==> src/rtl/compressor_channel_scheduler_pkg.sv <==
// ---------------------------------------------------------------------------
// compressor_channel_scheduler_pkg
// Shared definitions for the compressor channel scheduler:
//   - sched_state_t : sweep sequencer state encoding (IDLE..PUBLISH)
//   - DEFAULT_DB_W  : default width of signed dB values
//   - field_lsb()   : LSB position of channel k inside a packed per-channel bus
// ---------------------------------------------------------------------------
package compressor_channel_scheduler_pkg;

    typedef enum logic [2:0] {
        ST_IDLE    = 3'd0,
        ST_ISSUE   = 3'd1,
        ST_WAIT    = 3'd2,
        ST_UPDATE  = 3'd3,
        ST_PUBLISH = 3'd4
    } sched_state_t;

    localparam int DEFAULT_DB_W = 9;

    // Channel k of a packed bus occupies bits [field_lsb(k, w) +: w].
    function automatic int field_lsb(input int ch, input int width);
        return ch * width;
    endfunction

endpackage

==> src/rtl/compressor_channel_scheduler_gain_slew_limiter.sv <==
// ---------------------------------------------------------------------------
// gain_slew_limiter
// Combinational per-sweep slew clamp used when gain smoothing is built in
// (COMP_SCHED_SMOOTHING_EN). A falling gain may drop by at most ATTACK_STEP
// dB, a rising gain may climb by at most RELEASE_STEP dB, equal gains pass.
// Ports:
//   old_gain     in  DB_W  signed gain currently published for the channel
//   new_gain     in  DB_W  signed gain just returned by the gain computer
//   limited_gain out DB_W  signed gain to store
// ---------------------------------------------------------------------------
module gain_slew_limiter #(
    parameter int DB_W         = 9,
    parameter int ATTACK_STEP  = 4,
    parameter int RELEASE_STEP = 1
) (
    input  logic [DB_W-1:0] old_gain,
    input  logic [DB_W-1:0] new_gain,
    output logic [DB_W-1:0] limited_gain
);

    localparam logic signed [DB_W:0] ATTACK_EXT  = (DB_W+1)'(ATTACK_STEP);
    localparam logic signed [DB_W:0] RELEASE_EXT = (DB_W+1)'(RELEASE_STEP);

    // One extra bit so old-ATTACK and old+RELEASE cannot wrap.
    logic signed [DB_W:0] old_ext;
    logic signed [DB_W:0] new_ext;
    logic signed [DB_W:0] floor_v;
    logic signed [DB_W:0] ceil_v;
    logic signed [DB_W:0] limited_ext;

    always_comb begin
        old_ext = {old_gain[DB_W-1], old_gain};
        new_ext = {new_gain[DB_W-1], new_gain};
        floor_v = old_ext - ATTACK_EXT;
        ceil_v  = old_ext + RELEASE_EXT;
        limited_ext = new_ext;
        if (new_ext < floor_v) begin
            limited_ext = floor_v;
        end else if (new_ext > ceil_v) begin
            limited_ext = ceil_v;
        end
    end

    // The result always lies between old and new, both in DB_W range,
    // so dropping the guard bit cannot change the value.
    assign limited_gain = DB_W'(limited_ext);

endmodule

==> src/rtl/compressor_channel_scheduler.sv <==
// ---------------------------------------------------------------------------
// compressor_channel_scheduler
// Time-shares one compression gain computer across N_CHANNELS channels.
// A sample strobe snapshots every channel level; the sequencer then walks the
// channels round-robin through the gain computer's start/done handshake,
// stores one gain per channel and publishes the vector with gains_valid.
// Optional build macro: COMP_SCHED_SMOOTHING_EN (slew-limited gain update).
// Ports:
//   clock, reset            system clock, synchronous active-high reset
//   sample_strobe           one-cycle pulse per audio sample period
//   level_db                packed signed levels, channel k at [k*DB_W +: DB_W]
//   compression_amount      ratio select, registered at snapshot
//   gc_start                start pulse to the gain computer (ISSUE only)
//   gc_input_db             snapshot level of the channel being served
//   gc_compression_amount   registered compression_amount
//   gc_output_gain, gc_done result and done level from the gain computer
//   gain_db                 packed per-channel gains, same packing as level_db
//   gains_valid             one-cycle pulse once gain_db is fully updated
//   busy                    high from snapshot until the sweep ends
//   overrun                 sticky: strobe arrived while busy
//   timeout_err             sticky: a channel got no answer in time
// ---------------------------------------------------------------------------
module compressor_channel_scheduler
    import compressor_channel_scheduler_pkg::*;
#(
    parameter int N_CHANNELS     = 4,
    parameter int DB_W           = DEFAULT_DB_W,
    parameter int TIMEOUT_CYCLES = 16,
    parameter int ATTACK_STEP    = 4,
    parameter int RELEASE_STEP   = 1
) (
    input  logic                       clock,
    input  logic                       reset,
    input  logic                       sample_strobe,
    input  logic [N_CHANNELS*DB_W-1:0] level_db,
    input  logic [1:0]                 compression_amount,
    output logic                       gc_start,
    output logic [DB_W-1:0]            gc_input_db,
    output logic [1:0]                 gc_compression_amount,
    input  logic [DB_W-1:0]            gc_output_gain,
    input  logic                       gc_done,
    output logic [N_CHANNELS*DB_W-1:0] gain_db,
    output logic                       gains_valid,
    output logic                       busy,
    output logic                       overrun,
    output logic                       timeout_err
);

    localparam int CH_W   = (N_CHANNELS > 1) ? $clog2(N_CHANNELS) : 1;
    localparam int WAIT_W = $clog2(TIMEOUT_CYCLES + 1);
    localparam logic [CH_W-1:0]   LAST_CH   = CH_W'(N_CHANNELS - 1);
    localparam logic [WAIT_W-1:0] WAIT_LAST = WAIT_W'(TIMEOUT_CYCLES - 1);

    sched_state_t state;
    sched_state_t state_next;

    logic [CH_W-1:0]   ch;
    logic [WAIT_W-1:0] wait_count;
    logic [DB_W-1:0]   level_field [N_CHANNELS];
    logic [DB_W-1:0]   snapshot    [N_CHANNELS];
    logic [DB_W-1:0]   gain_mem    [N_CHANNELS];
    logic [DB_W-1:0]   captured_gain;
    logic              capture_valid;
    logic [DB_W-1:0]   write_gain;
    logic              done_ok;
    logic              timeout_hit;

    for (genvar k = 0; k < N_CHANNELS; k++) begin : g_pack
        assign level_field[k]                      = level_db[field_lsb(k, DB_W) +: DB_W];
        assign gain_db[field_lsb(k, DB_W) +: DB_W] = gain_mem[k];
    end

    // wait_count is 0 on the first WAIT cycle; done seen there may be the
    // previous operation's level that the gain computer has not cleared yet.
    assign done_ok     = (state == ST_WAIT) && gc_done && (wait_count != '0);
    assign timeout_hit = (state == ST_WAIT) && !done_ok && (wait_count == WAIT_LAST);

    assign busy        = (state != ST_IDLE);
    assign gc_input_db = snapshot[ch];

`ifdef COMP_SCHED_SMOOTHING_EN
    gain_slew_limiter #(
        .DB_W         (DB_W),
        .ATTACK_STEP  (ATTACK_STEP),
        .RELEASE_STEP (RELEASE_STEP)
    ) u_slew (
        .old_gain     (gain_mem[ch]),
        .new_gain     (captured_gain),
        .limited_gain (write_gain)
    );
`else
    assign write_gain = captured_gain;

    logic unused_steps;
    assign unused_steps = ^{32'(ATTACK_STEP), 32'(RELEASE_STEP)};
`endif

    // NOTE: state registers use non-blocking assignments so every flop
    // samples the pre-edge values regardless of process evaluation order.
    always_ff @(posedge clock) begin
        if (reset) begin
            state <= ST_IDLE;
        end else begin
            state <= state_next;
        end
    end

    // NOTE: every output of this block gets a default first, so no path
    // through the case leaves a value unassigned and no latch is inferred.
    always_comb begin
        state_next  = state;
        gc_start    = 1'b0;
        gains_valid = 1'b0;
        case (state)
            ST_IDLE: begin
                if (sample_strobe) begin
                    state_next = ST_ISSUE;
                end
            end
            ST_ISSUE: begin
                gc_start   = 1'b1;
                state_next = ST_WAIT;
            end
            ST_WAIT: begin
                if (done_ok || timeout_hit) begin
                    state_next = ST_UPDATE;
                end
            end
            ST_UPDATE: begin
                state_next = (ch == LAST_CH) ? ST_PUBLISH : ST_ISSUE;
            end
            ST_PUBLISH: begin
                gains_valid = 1'b1;
                state_next  = ST_IDLE;
            end
            default: begin
                state_next = ST_IDLE;
            end
        endcase
    end

    // NOTE: snapshot and gain arrays are small register banks with a defined
    // reset value (gain_db must read 0 after reset), not RAMs, so they are
    // cleared explicitly.
    always_ff @(posedge clock) begin
        if (reset) begin
            ch                    <= '0;
            wait_count            <= '0;
            captured_gain         <= '0;
            capture_valid         <= 1'b0;
            gc_compression_amount <= '0;
            overrun               <= 1'b0;
            timeout_err           <= 1'b0;
            for (int k = 0; k < N_CHANNELS; k++) begin
                snapshot[k] <= '0;
                gain_mem[k] <= '0;
            end
        end else begin
            // A strobe during a sweep (PUBLISH included) is dropped.
            if (sample_strobe && (state != ST_IDLE)) begin
                overrun <= 1'b1;
            end
            case (state)
                ST_IDLE: begin
                    if (sample_strobe) begin
                        for (int k = 0; k < N_CHANNELS; k++) begin
                            snapshot[k] <= level_field[k];
                        end
                        gc_compression_amount <= compression_amount;
                        ch                    <= '0;
                    end
                end
                ST_ISSUE: begin
                    wait_count <= '0;
                end
                ST_WAIT: begin
                    wait_count <= wait_count + 1'b1;
                    if (done_ok) begin
                        captured_gain <= gc_output_gain;
                        capture_valid <= 1'b1;
                    end else if (timeout_hit) begin
                        capture_valid <= 1'b0;
                        timeout_err   <= 1'b1;
                    end
                end
                ST_UPDATE: begin
                    if (capture_valid) begin
                        gain_mem[ch] <= write_gain;
                    end
                    if (ch != LAST_CH) begin
                        ch <= ch + 1'b1;
                    end
                end
                default: begin
                end
            endcase
        end
    end

endmodule

==> config.mk <==
export PLATFORM = sky130hd
export DESIGN_NAME = compressor_channel_scheduler
export DESIGN_NICKNAME = d
export VERILOG_FILES = /design/src/rtl/compressor_channel_scheduler_pkg.sv /design/src/rtl/compressor_channel_scheduler_gain_slew_limiter.sv /design/src/rtl/compressor_channel_scheduler.sv
export SDC_FILE = /design/constraint.sdc
export NUM_CORES = 1
export LEC_CHECK = 0
export CELL_PAD_IN_SITES_DETAIL_PLACEMENT = 0
export CELL_PAD_IN_SITES_GLOBAL_PLACEMENT = 1
export CORE_MARGIN = 4
export CORE_UTILIZATION = 42
export DETAILED_ROUTE_END_ITERATION = 8
export PLACE_DENSITY_LB_ADDON = 0.1
export SLEW_MARGIN = 25
export SYNTH_ARGS = -nofsm -noshare
export SYNTH_HDL_FRONTEND = slang
export SYNTH_HIERARCHICAL = 1
export SYNTH_SLANG_ARGS = --single-unit
==> constraint.sdc <==
create_clock -name clock -period 7.5 [get_ports clock]
set_clock_uncertainty 0.05 [all_clocks]
set_input_delay 2.25 -clock clock [delete_from_list [all_inputs] [get_ports clock]]
set_output_delay 2.25 -clock clock [all_outputs]
set_load 0.02 [all_outputs]
# Word level (Yosys, flattened, before mapping)

Memories as Yosys holds them, arrays and structs flattened. A register that Yosys moved wholly into a read port is not among the register bits.
Index checks and enable logic that the tools add are counted.

Add/sub/neg operators: 2
Equal/unequal tests: 10
Muxes and demuxes: 31
Bitwise operators: 5
Reductions and logical operators: 20

Operators by type and width:

| cell                                                                  | number |
|---|---|
| 9-bit two-way mux                                                     | 5 |
| 1-bit two-way mux                                                     | 15 |
| 3-bit one-hot mux with 4 select lines                                 | 1 |
| 2-bit two-way mux                                                     | 5 |
| 5-bit one-hot mux with 2 select lines                                 | 1 |
| 3-bit two-way mux                                                     | 3 |
| 9-bit OR reduction                                                    | 1 |
| 2-bit AND reduction                                                   | 4 |
| 3-bit by 2-bit equality test with 1-bit output, second input constant | 2 |
| 2-bit inequality test, second input constant                          | 3 |
| 3-bit AND reduction                                                   | 2 |
| 2-bit nonzero test                                                    | 3 |
| 5-bit by 1-bit adder with 5-bit output, second input constant         | 1 |
| 5-bit by 4-bit equality test with 1-bit output, second input constant | 1 |
| 1-bit logical AND                                                     | 5 |
| 5-bit nonzero test                                                    | 1 |
| 1-bit OR                                                              | 4 |
| 2-bit one-hot mux with 2 select lines                                 | 1 |
| 3-bit by 1-bit equality test with 1-bit output, second input constant | 1 |
| 3-bit equality test, second input constant                            | 1 |
| 3-bit zero test                                                       | 1 |
| 3-bit nonzero test                                                    | 1 |
| 2-bit by 1-bit adder with 2-bit output, second input constant         | 1 |
| 2-bit equality test, second input constant                            | 1 |
| other kinds (4)                                                       | 4 |

Register bits after elaboration: 24
Bits in writable memories: 72
Bits of input ports: 51
Output and inout bits: 52
Memories kept: 2

Memories:

| name     | depth | bits a word | read ports | clocked after memory_dff | wr ports | line                               | RTL |
|---|---|---|---|---|---|---|---|
| gain_mem | 4     | 9           | 4          | 0                        | 4        | compressor_channel_scheduler.sv:61 | `logic [DB_W-1:0] gain_mem [N_CHANNELS];` |
| snapshot | 4     | 9           | 1          | 1                        | 4        | compressor_channel_scheduler.sv:60 | `logic [DB_W-1:0] snapshot [N_CHANNELS];` |

# Depth between registers and ports, before layout

Gate-level depths: netlist (run 1).

Depth after elaboration: 9
Depth in mapped cells: 6
Gate-level depth less buffers: 6

# Least setup slack after synthesis (run 1)

No wires, ideal clock.

Path kind: input to register
Start point: input reset
End point: memory snapshot[0][0] (enable)
Library setup time: 0.399 ns
Arrival: 3.697 ns
Slack: 3.355 ns
Stages: 3
Buffers on the path: 2
Path through: buf_2 clkbuf_1 nand2b_1

RTL lines:

| what        | line                               | RTL |
|---|---|---|
| from (decl) | compressor_channel_scheduler.sv:33 | `input logic reset,` |
| to (decl)   | compressor_channel_scheduler.sv:60 |  |

==> results of run 1 <==
## cells in the final DEF, fill, tap and decap left out, types with 2 or more instances in the layout
master,Yosys,routed
mux4_2,9,9
a21oi_1,19,19
nand2_1,8,8
nand2b_1,3,2
nor4b_1,3,3
inv_1,7,7
o21bai_1,2,2
and3_1,2,2
ha_1,4,4
nor3_1,2,2
nor4b_2,2,2
or2_2,3,3
and2_1,71,71
clkdlybuf4s50_1,0,102
inv_6,0,4
nor2_1,2,2
or3_1,3,3
o31ai_1,11,11
edfxtp_1,72,72
dfxtp_1,26,26
nand4_1,9,9
clkbuf_8,0,9
a211oi_1,2,2
nand3_1,5,5
## state kept, by name (all words and copies together), names as in the netlist, named ones only
signal,count
wait_count,5
captured_gain,9
snapshot,36
overrun,1
capture_valid,1
gain_mem,36
ch,2
state,3
gc_compression_amount,2
timeout_err,1
## cell type report
cell class | instances | area (sq um)
Fill cell | 846 | 4270
Sequential cell | 98 | 2680
Multi-Input combinational cell | 180 | 1350
Timing Repair Buffer | 103 | 1030
Tap cell | 133 | 166
Clock buffer | 9 | 124
Clock inverter | 7 | 81.3
Inverter | 8 | 30.0
## routing by layer
layer | vias to the layer above | track usage, % | wire, microns
met5 | - | 0 | 0
li1 | 1318 | - | -
met4 | 0 | 4.87 | 87
met1 | 1250 | 20.9 | 3780
met3 | 8 | 3.00 | 518
met2 | 79 | 23.1 | 4020
## metrics by stage
step	std cells	worst slack [ns]	cell area, sq um	util, %	hold WS (ns)
after detailed placement	522	2.93	5260	54.0	0.397
after floorplan	304	3.35	4160	-	0.408
after CTS	538	2.89	5460	56.1	0.411
after global routing	538	2.81	5460	56.1	0.429
final	538	2.96	5460	56.1	0.406
after global placement	522	2.97	5260	54.0	0.389
## cell families after synthesis
logic type | after synthesis | share of synthesized area [%]
adders and majority gates | 4 | 1.20
buffers and inverters | 26 | 3.19
AOI/OAI and AO/OA | 39 | 5.86
DFF | 98 | 64.5
muxes | 9 | 4.87
xor gates and xnor gates | 1 | 0.211
and+or+nand+nor | 127 | 20.2
## cell usage after synthesis, types with 2 or more instances
cell / number
nand3_1: 5
nor2_1: 2
and3_1: 2
o21bai_1: 2
nand2b_1: 3
or2_2: 3
buf_2: 7
nand2_1: 8
ha_1: 4
nor4b_1: 3
or3_1: 3
a21oi_1: 19
dfxtp_1: 26
a211oi_1: 2
clkbuf_1: 6
nor4b_2: 2
inv_1: 7
nand4_1: 9
o31ai_1: 11
edfxtp_1: 72
and2_1: 71
nor3_1: 2
mux4_2: 9
buf_6: 3
## path summary, 6_finish.rpt
kind	endpoint	depth (start not counted)	startpoint
setup reg to reg	snapshot[2][6]	2	state[2]
hold / removal	timeout_err	2	timeout_err
setup / recovery	gc_input_db[4]	2	flop
hold reg to reg	timeout_err	2	timeout_err
## power by group through the flow
stage | Combinational, mW | Clock [mW] | Sequential (mW)
2_1_floorplan | 0.0926 | 0 | 0.656
3_3_place_gp | 0.168 | 0 | 0.654
3_5_place_dp | 0.169 | 0 | 0.656
4_1_cts | 0.170 | 0.358 | 0.643
5_1_grt | 0.182 | 0.377 | 0.648
6_report | 0.167 | 0.349 | 0.642
## worst max-delay path, cell delays in order, from the launching register on
cell and delay (ns):
dfxtp_1 0.75, mux4_2 0.59, clkdlybuf4s50_1 0.57
==> reports/metrics.yaml, run 1 <==
clock_tree.htree_level_count: 3
wl_per_cell_microns: 15.6
antenna_found_initial: 0
grt_pass1_wl_microns: 13300
drt_iter0_drc: 109
fin_total_pwr_mw: 1.16
core_area_sq_um: 9730
ios: 103
max_cap_violations: 0
seq_area_frac_synth_pct: 64.5
end_kind: "output pin"
synth.area.top_cells: "edfxtp_1, dfxtp_1, and2_1, mux4_2, a21oi_1"
start_util_pct: 42.8
yosys.area.top_type: "edfxtp_1"
netlist_area_sq_um: 4160
area_growth_pct: 31.2
wirelength_microns: 8410
synth_async_sr_flop_share_pct: 0
hold_path_class: "reg -> reg"
track_usage_pct: 14.8
synth_top_area_share_pct: 52.0
synth_nets: 359
cts_buffers: 9
max-vdd-ir-drop_mv: 0.107
synth_edf_count: 72
nNetsFinal: 455
p_sw_share_pct: 25.3
rsz0062_at_grt: "false"
clockBufferDepth: 2
synth_warnings: 6
critPathArrivalTime_ns: 2.24
dp_hpwl_microns: 5990
power_density_nw_per_um2: 212
post_cts_resized: 0
setup_viol: 0
cts_sinks: 98
hold_viol: 0
die_h_microns: 108
p_sw_mw: 0.293
setup_tns_ns: 0
grt_max_degree: 39
fmax_ghz: 0.220
ys_types: 47
drive_gt1_share_pct: 9.38
routabilityCongestion: 0.753
pwr-share-clk_pct: 30.1
ant_nets: 0
cts-root-buf: "clkbuf_8"
detail_route.first_pass.iterations: 4
fin_crit_sh_pct: 60.5
overflow: 0
netlist_instances: 304
cts_tree: "yes"
vias_per_cell: 4.93
p_leak_nw: 1.92
numPortBuffers: 102
power.internal_mw: 0.865
drc: 0
start_kind: "flop"
synth-seq-cells: 98
postCtsSetupBuffers: 0
slew_headroom_pct: 38.4
clk_pin_slew_ns: 0.10
status: "finished clean"
worst_pin_slew_ns: 0.921
crit_fanout: 9
grt_pass1_vias: 2572
die_area_sq_um: 11600
power_frac_comb_pct: 14.4
rrSetupSlack_ns: 5.16
clock_latency_ns: 0.35
diodes: 0
critPathKind: "reg -> out"
period_needed_ns: 4.54
seqPwrFrac_pct: 55.4
num_rows: 36
drv_slew: 0
die_x_microns: 108
syn-mean-instance-area_sq_um: 13.7
vias: 2655
crit_required_ns: 5.20
postCtsHoldBufs: 0
synthFlopType: "edfxtp_1"
No activity file was read; power rests on OpenSTA's default activity.
==> run 2, diff against run 1 <==
- CORE_UTILIZATION: 42 -> 36
- clock period: 7.5 -> 3.7 ns (I/O delays scaled with it)
==> run 2 against run 1 <==
Net effect:
- register-to-register slack worse by 3.5 ns
- worst setup slack got worse by 2.4 ns
- combinational power is 120% higher
- sequential cell count stayed put
- core utilization fell by 5.4 points
- count of clock-buffer cells in the layout is the same
- final cell count grew 2.8%
- critical path depth up 1
- wire length increased by 3.5%
- power up 120%
- via count is 1.1% higher
- critical path type unchanged
- largest power group unchanged
==> reports/metrics.yaml, run 2 (synthesis results as in run 1) <==
status: "finished clean"  # unchanged
timing.critical_path.buf_inv: 2  # was 1
cts_buffers: 9  # unchanged
vias: 2684  # was 2,655
crit_required_ns: 2.54  # was 5.20 ns
drt_iter0_drc: 110  # was 109
cts_sinks: 98  # unchanged
die_h_microns: 116  # was 108 microns
drive_gt1_share_pct: 10.9  # was 9.38%
num_rows: 38  # was 36
power_frac_comb_pct: 14.5  # was 14.4%
clockBufferDepth: 2  # unchanged
setup_tns_ns: 0  # unchanged
fill_cells: 996  # was 846
critPathArrivalTime_ns: 1.95  # was 2.24 ns
wirelength_microns: 8700  # was 8410 microns
fin_crit_sh_pct: 84.0
max_cap_violations: 0  # unchanged
critPathKind: "reg -> out"  # unchanged
routabilityCongestion: 0.729  # was 0.753
ant_nets: 0  # unchanged
postCtsHoldBufs: 0  # unchanged
detail_route.first_pass.iterations: 4  # unchanged
vias_per_cell: 4.85  # was 4.93
worst_pin_slew_ns: 1.03  # was 0.921 ns
start_kind: "flop"  # unchanged
core_area_sq_um: 11100  # was 9730 sq um
die_area_sq_um: 13300  # was 11,600 sq um
clock_latency_ns: 0.34  # was 0.35 ns
overflow: 0  # unchanged
layout_common_cells: "clkdlybuf4s50_1, edfxtp_1, and2_1"  # unchanged
hold_path_class: "reg -> reg"  # unchanged
area_growth_pct: 35.1  # was 31.2%
grt_max_degree: 37  # was 39
largestRegisters: "gain_mem (36), snapshot (36), captured_gain (9)"  # unchanged
slew_headroom_pct: 31.0  # was 38.4%
path_cells: "buf_4, mux4_2, clkdlybuf4s50_1"  # was mux4_2, clkdlybuf4s50_1
setup_viol: 0  # unchanged
p_sw_share_pct: 24.9  # was 25.3%
ios: 103  # unchanged
max-vdd-ir-drop_mv: 0.301  # was 0.107 mV
postCtsSetupBuffers: 0  # unchanged
cts-root-buf: "clkbuf_16"  # was clkbuf_8
cts_tree: "yes"  # unchanged
diodes: 0  # unchanged
rsz0062_at_grt: "false"  # unchanged
antenna_found_initial: 0  # unchanged
end_kind: "output pin"  # unchanged
grt_pass1_wl_microns: 13600  # was 13,300 microns
crit_fanout: 9  # unchanged
multi_input_area_sq_um: 1350  # unchanged
power_density_nw_per_um2: 453  # was 212 nW/um^2
slowest_delay_ns: 0.56  # was 0.75 ns
nNetsFinal: 463  # was 455
power.internal_mw: 1.91  # was 0.865 mW
period_needed_ns: 3.11
die_x_microns: 116  # was 108 microns
post_cts_resized: 0  # unchanged
drv_slew: 0  # unchanged
drc: 0  # unchanged
path_delay_family: "buffers and inverters"  # was flip-flops
dp_slack_ns: 0.624  # was 2.93 ns
dp_hpwl_microns: 6190  # was 5990 microns
p_sw_mw: 0.635  # was 0.293 mW
slowest_stage: "clkdlybuf4s50_1"  # was dfxtp_1
wl_per_cell_microns: 15.7  # was 15.6 microns
clk_pin_slew_ns: 0.07  # was 0.10 ns
fmax_ghz: 0.322
grt_pass1_vias: 2599  # was 2,572
start_util_pct: 37.6  # was 42.8%
clock_tree.htree_level_count: 3  # unchanged
final_common_cell: "clkdlybuf4s50_1"  # unchanged
hold_viol: 0  # unchanged
seqCellArea_sq_um: 2680  # unchanged
p_leak_nw: 2.01  # was 1.92 nW
setup_ws_ns: 0.591  # was 2.96 ns
seqPwrFrac_pct: 50.5  # was 55.4%
track_usage_pct: 13.2  # was 14.8%
numPortBuffers: 102  # unchanged
pwr-share-clk_pct: 34.9  # was 30.1%
[run 2: layout make-up]
type | count | share of cell area, %
flip-flops and latches | 98 | 47.7
multi-input cells | 180 | 24.0
repair buffers | 111 | 19.6
inverters | 8 | 0.534
clock buffers | 9 | 4.01
well taps | 140 | 3.12
clock inverters | 7 | 1.05
[run 2: stage by stage]
step | hold WS (ns) | instances | instance area (sq um) | util [%] | power (mW)
2_1_floorplan | 0.408 | 304 | 4160 | - | 1.52
3_3_place_gp | 0.387 | 537 | 5340 | 48.2 | 1.68
3_5_place_dp | 0.403 | 537 | 5340 | 48.2 | 1.69
4_1_cts | 0.415 | 553 | 5620 | 50.7 | 2.58
5_1_grt | 0.430 | 553 | 5620 | 50.7 | 2.65
6_report | 0.412 | 553 | 5620 | 50.7 | 2.55
[run 2: per-layer routing]
layer  global-route usage [%]  wire, microns
met2                     19.5           3920
met4                     3.13            106
met3                     3.81            515
met5                        0              0
met1                     19.2           4160
[run 2: worst reg2reg max path, cell delays in order, from the launching register on]
cell	delay [ns]
dfxtp_1	0.31
buf_4	0.17
nand4b_1	0.35
o21bai_1	0.81
[run 2: path summary, 6_finish.rpt]
path                       startpoint                       end  slack [ns]  cells past startpoint
min          gc_compression_amount[1]  gc_compression_amount[1]        0.41                      2
max reg2reg                  state[2]            gain_mem[2][8]        1.64                      3
min reg2reg  gc_compression_amount[1]  gc_compression_amount[1]        0.41                      2
max                              flop            gc_input_db[2]        0.59                      3
[run 2: power by group through the flow]
stage          Sequential, mW  Clock, mW  Combinational, mW
2_1_floorplan            1.33          0              0.188
3_3_place_gp             1.31          0              0.372
3_5_place_dp             1.31          0              0.374
4_1_cts                  1.29      0.916              0.376
5_1_grt                  1.29      0.960              0.400
6_report                 1.29      0.889              0.370
==> run 3, diff against run 2 <==
- CORE_UTILIZATION: 36 -> 39
- clock period: 3.7 -> 3 ns (I/O delays scaled with it)
==> run 3 against run 2 <==
Net effect:
- final area is 0.69% lower
- non-clock buffer count is 1 higher
- power is 17% higher
==> reports/metrics.yaml, run 3 (synthesis results as in run 1) <==
slowest_stage: "clkdlybuf4s50_1"  # unchanged
hold_path_end: "timeout_err"  # was gc_compression_amount[1]
slowest_delay_ns: 0.55  # was 0.56 ns
area_growth_pct: 34.2  # was 35.1%
start_kind: "flop"  # unchanged
overflow: 0  # unchanged
die_h_microns: 111  # was 116 microns
grt-busiest-layer: "met2"  # unchanged
cts-root-buf: "clkbuf_8"  # was clkbuf_16
clock_latency_ns: 0.35  # was 0.34 ns
track_usage_pct: 13.7  # was 13.2%
cts_tree: "yes"  # unchanged
fmax_ghz: 0.344
diodes: 0  # unchanged
cts_sinks: 98  # unchanged
antenna_found_initial: 0  # unchanged
max_cap_violations: 0  # unchanged
met2_usage_pct: 21.6  # was 19.5%
ios: 103  # unchanged
multi_input_area_sq_um: 1350  # unchanged
num_rows: 37  # was 38
status: "finished clean"  # unchanged
worst_pin_slew_ns: 0.939  # was 1.03 ns
routabilityCongestion: 0.754  # was 0.729
rsz0062_at_grt: "false"  # unchanged
path_cells: "buf_4, mux4_2, clkdlybuf4s50_1"  # unchanged
end_kind: "output pin"  # unchanged
drv_slew: 0  # unchanged
clock_tree.htree_level_count: 3  # unchanged
cts_buffers: 9  # unchanged
critPathArrivalTime_ns: 1.95  # about the same
timing.rr.start: "state[2]"  # unchanged
drc: 0  # unchanged
grt_pass1_vias: 2658  # was 2,599
die_x_microns: 111  # was 116 microns
max-vdd-ir-drop_mv: 0.298  # was 0.301 mV
use_met1_pct: 19.1  # was 19.2%
fill_cells: 943  # was 996
placed_cells: 534  # was 537
postCtsHoldBufs: 0  # unchanged
fin_crit_sh_pct: 96.8
grt_pass1_wl_microns: 13600  # about the same
vias: 2698  # was 2,684
numPortBuffers: 102  # unchanged
setup_viol: 0  # unchanged
crit_fanout: 9  # unchanged
fin_hold_ws_ns: 0.404  # was 0.412 ns
crit_required_ns: 2.05  # was 2.54 ns
gr-usage-met3_pct: 2.73  # was 3.81%
die_area_sq_um: 12400  # was 13,300 sq um
vias_per_cell: 4.91  # was 4.85
largestRegisters: "gain_mem (36), snapshot (36), captured_gain (9)"  # unchanged
wirelength_microns: 8400  # was 8700 microns
wl_per_cell_microns: 15.3  # was 15.7 microns
rrSetupSlack_ns: 1.03  # was 1.64 ns
setup_tns_ns: 0  # unchanged
reg2reg_to: "gain_mem[2][2]"  # was gain_mem[2][8]
post-route-cell-area_sq_um: 5580  # was 5620 sq um
nNetsFinal: 464  # was 463
drive_gt1_share_pct: 10.9  # about the same
hp-start: "timeout_err"  # was gc_compression_amount[1]
period_needed_ns: 2.90
hold_path_class: "reg -> reg"  # unchanged
clk_pin_slew_ns: 0.09  # was 0.07 ns
layout.cells.non_filler: 550  # was 553
clockBufferDepth: 2  # unchanged
hold_path_depth: 2  # unchanged
slew_headroom_pct: 37.2  # was 31.0%
grt_max_degree: 37  # unchanged
layout_common_cells: "clkdlybuf4s50_1, edfxtp_1, and2_1"  # unchanged
core_area_sq_um: 10400  # was 11,100 sq um
fin_total_pwr_mw: 2.97  # was 2.55 mW
critPathKind: "reg -> out"  # unchanged
power_density_nw_per_um2: 532  # was 453 nW/um^2
seqCellArea_sq_um: 2680  # unchanged
ant_nets: 0  # unchanged
start_util_pct: 40.1  # was 37.6%
final_common_cell: "clkdlybuf4s50_1"  # unchanged
p_leak_nw: 2.05  # was 2.01 nW
placed_cell_area_sq_um: 5350  # was 5340 sq um
dp_hpwl_microns: 5910  # was 6190 microns
reg2regPathDepth: 3  # unchanged
detail_route.first_pass.iterations: 4  # unchanged
hold_viol: 0  # unchanged
drt_iter0_drc: 129  # was 110
==> run 3: cell types whose count changed in the layout (fill, tap and decap cells not counted) <==
| cell | previous run | this run |
|---|---|---|
| buf_12 | 1 | 2 |
| bufinv_16 | 0 | 2 |
| clkbuf_1 | 0 | 2 |
| clkbuf_16 | 9 | 0 |
| clkbuf_8 | 0 | 9 |
| clkdlybuf4s50_1 | 102 | 97 |
| clkinv_1 | 2 | 1 |
| dlymetal6s2s_1 | 0 | 5 |
| inv_6 | 4 | 2 |
| inv_8 | 1 | 0 |
==> run 3: timing repair <==
| item | in CTS | in global routing |
|---|---|---|
| setup buffers | 0 | 0 |
| resized for setup | 0 | 5 |
| setup endpoints to repair | 0 | 5 |
==> run 3: worst max path at each step <==
stage	end	slack, ns	start	cells after the start
6_report	gc_input_db[5]	0.1	flop	3
5_1_grt	gc_input_db[8]	0.0003	flop	3
4_1_cts	gc_input_db[4]	0.02	flop	3
3_5_place_dp	snapshot[3][6]	0.17	sample_strobe	4
3_3_place_gp	snapshot[0][6]	0.21	sample_strobe	4
2_1_floorplan	snapshot[0][0]	0.20	reset	3
==> run 3: final cells by class <==
type	instances	area share, %
Clock buffer	11	2.35
Clock inverter	5	1.55
Inverter	8	0.538
Multi-Input combinational cell	180	24.2
Sequential cell	98	48.1
Tap cell	136	3.05
Timing Repair Buffer	112	20.3
==> run 3: where the power goes <==
group	internal, mW	switching [mW]
logic	0.221	0.232
clock network	0.479	0.454
registers	1.56	0.0294
total	2.26	0.715
==> run 3: stage by stage <==
stage | util, % | setup slack (ns)
after floorplan | - | 0.205
after global placement | 51.6 | 0.208
after detailed placement | 51.6 | 0.168
after CTS | 53.7 | 0.0216
after global routing | 53.8 | 0.000310
final | 53.8 | 0.0956
==> run 3: layer usage <==
layer  wire length, microns  vias to the layer above
li1                       -                     1336
met1                   3890                     1279
met2                   3950                       72
met3                    429                       11
met4                    127                        0
met5                      0                        -
==> run 3: critical path, delay by kind of cell (launching register included) <==
family	cells	cell delay, ns
buf+inv	2	0.77
flops	1	0.32
mux	1	0.52
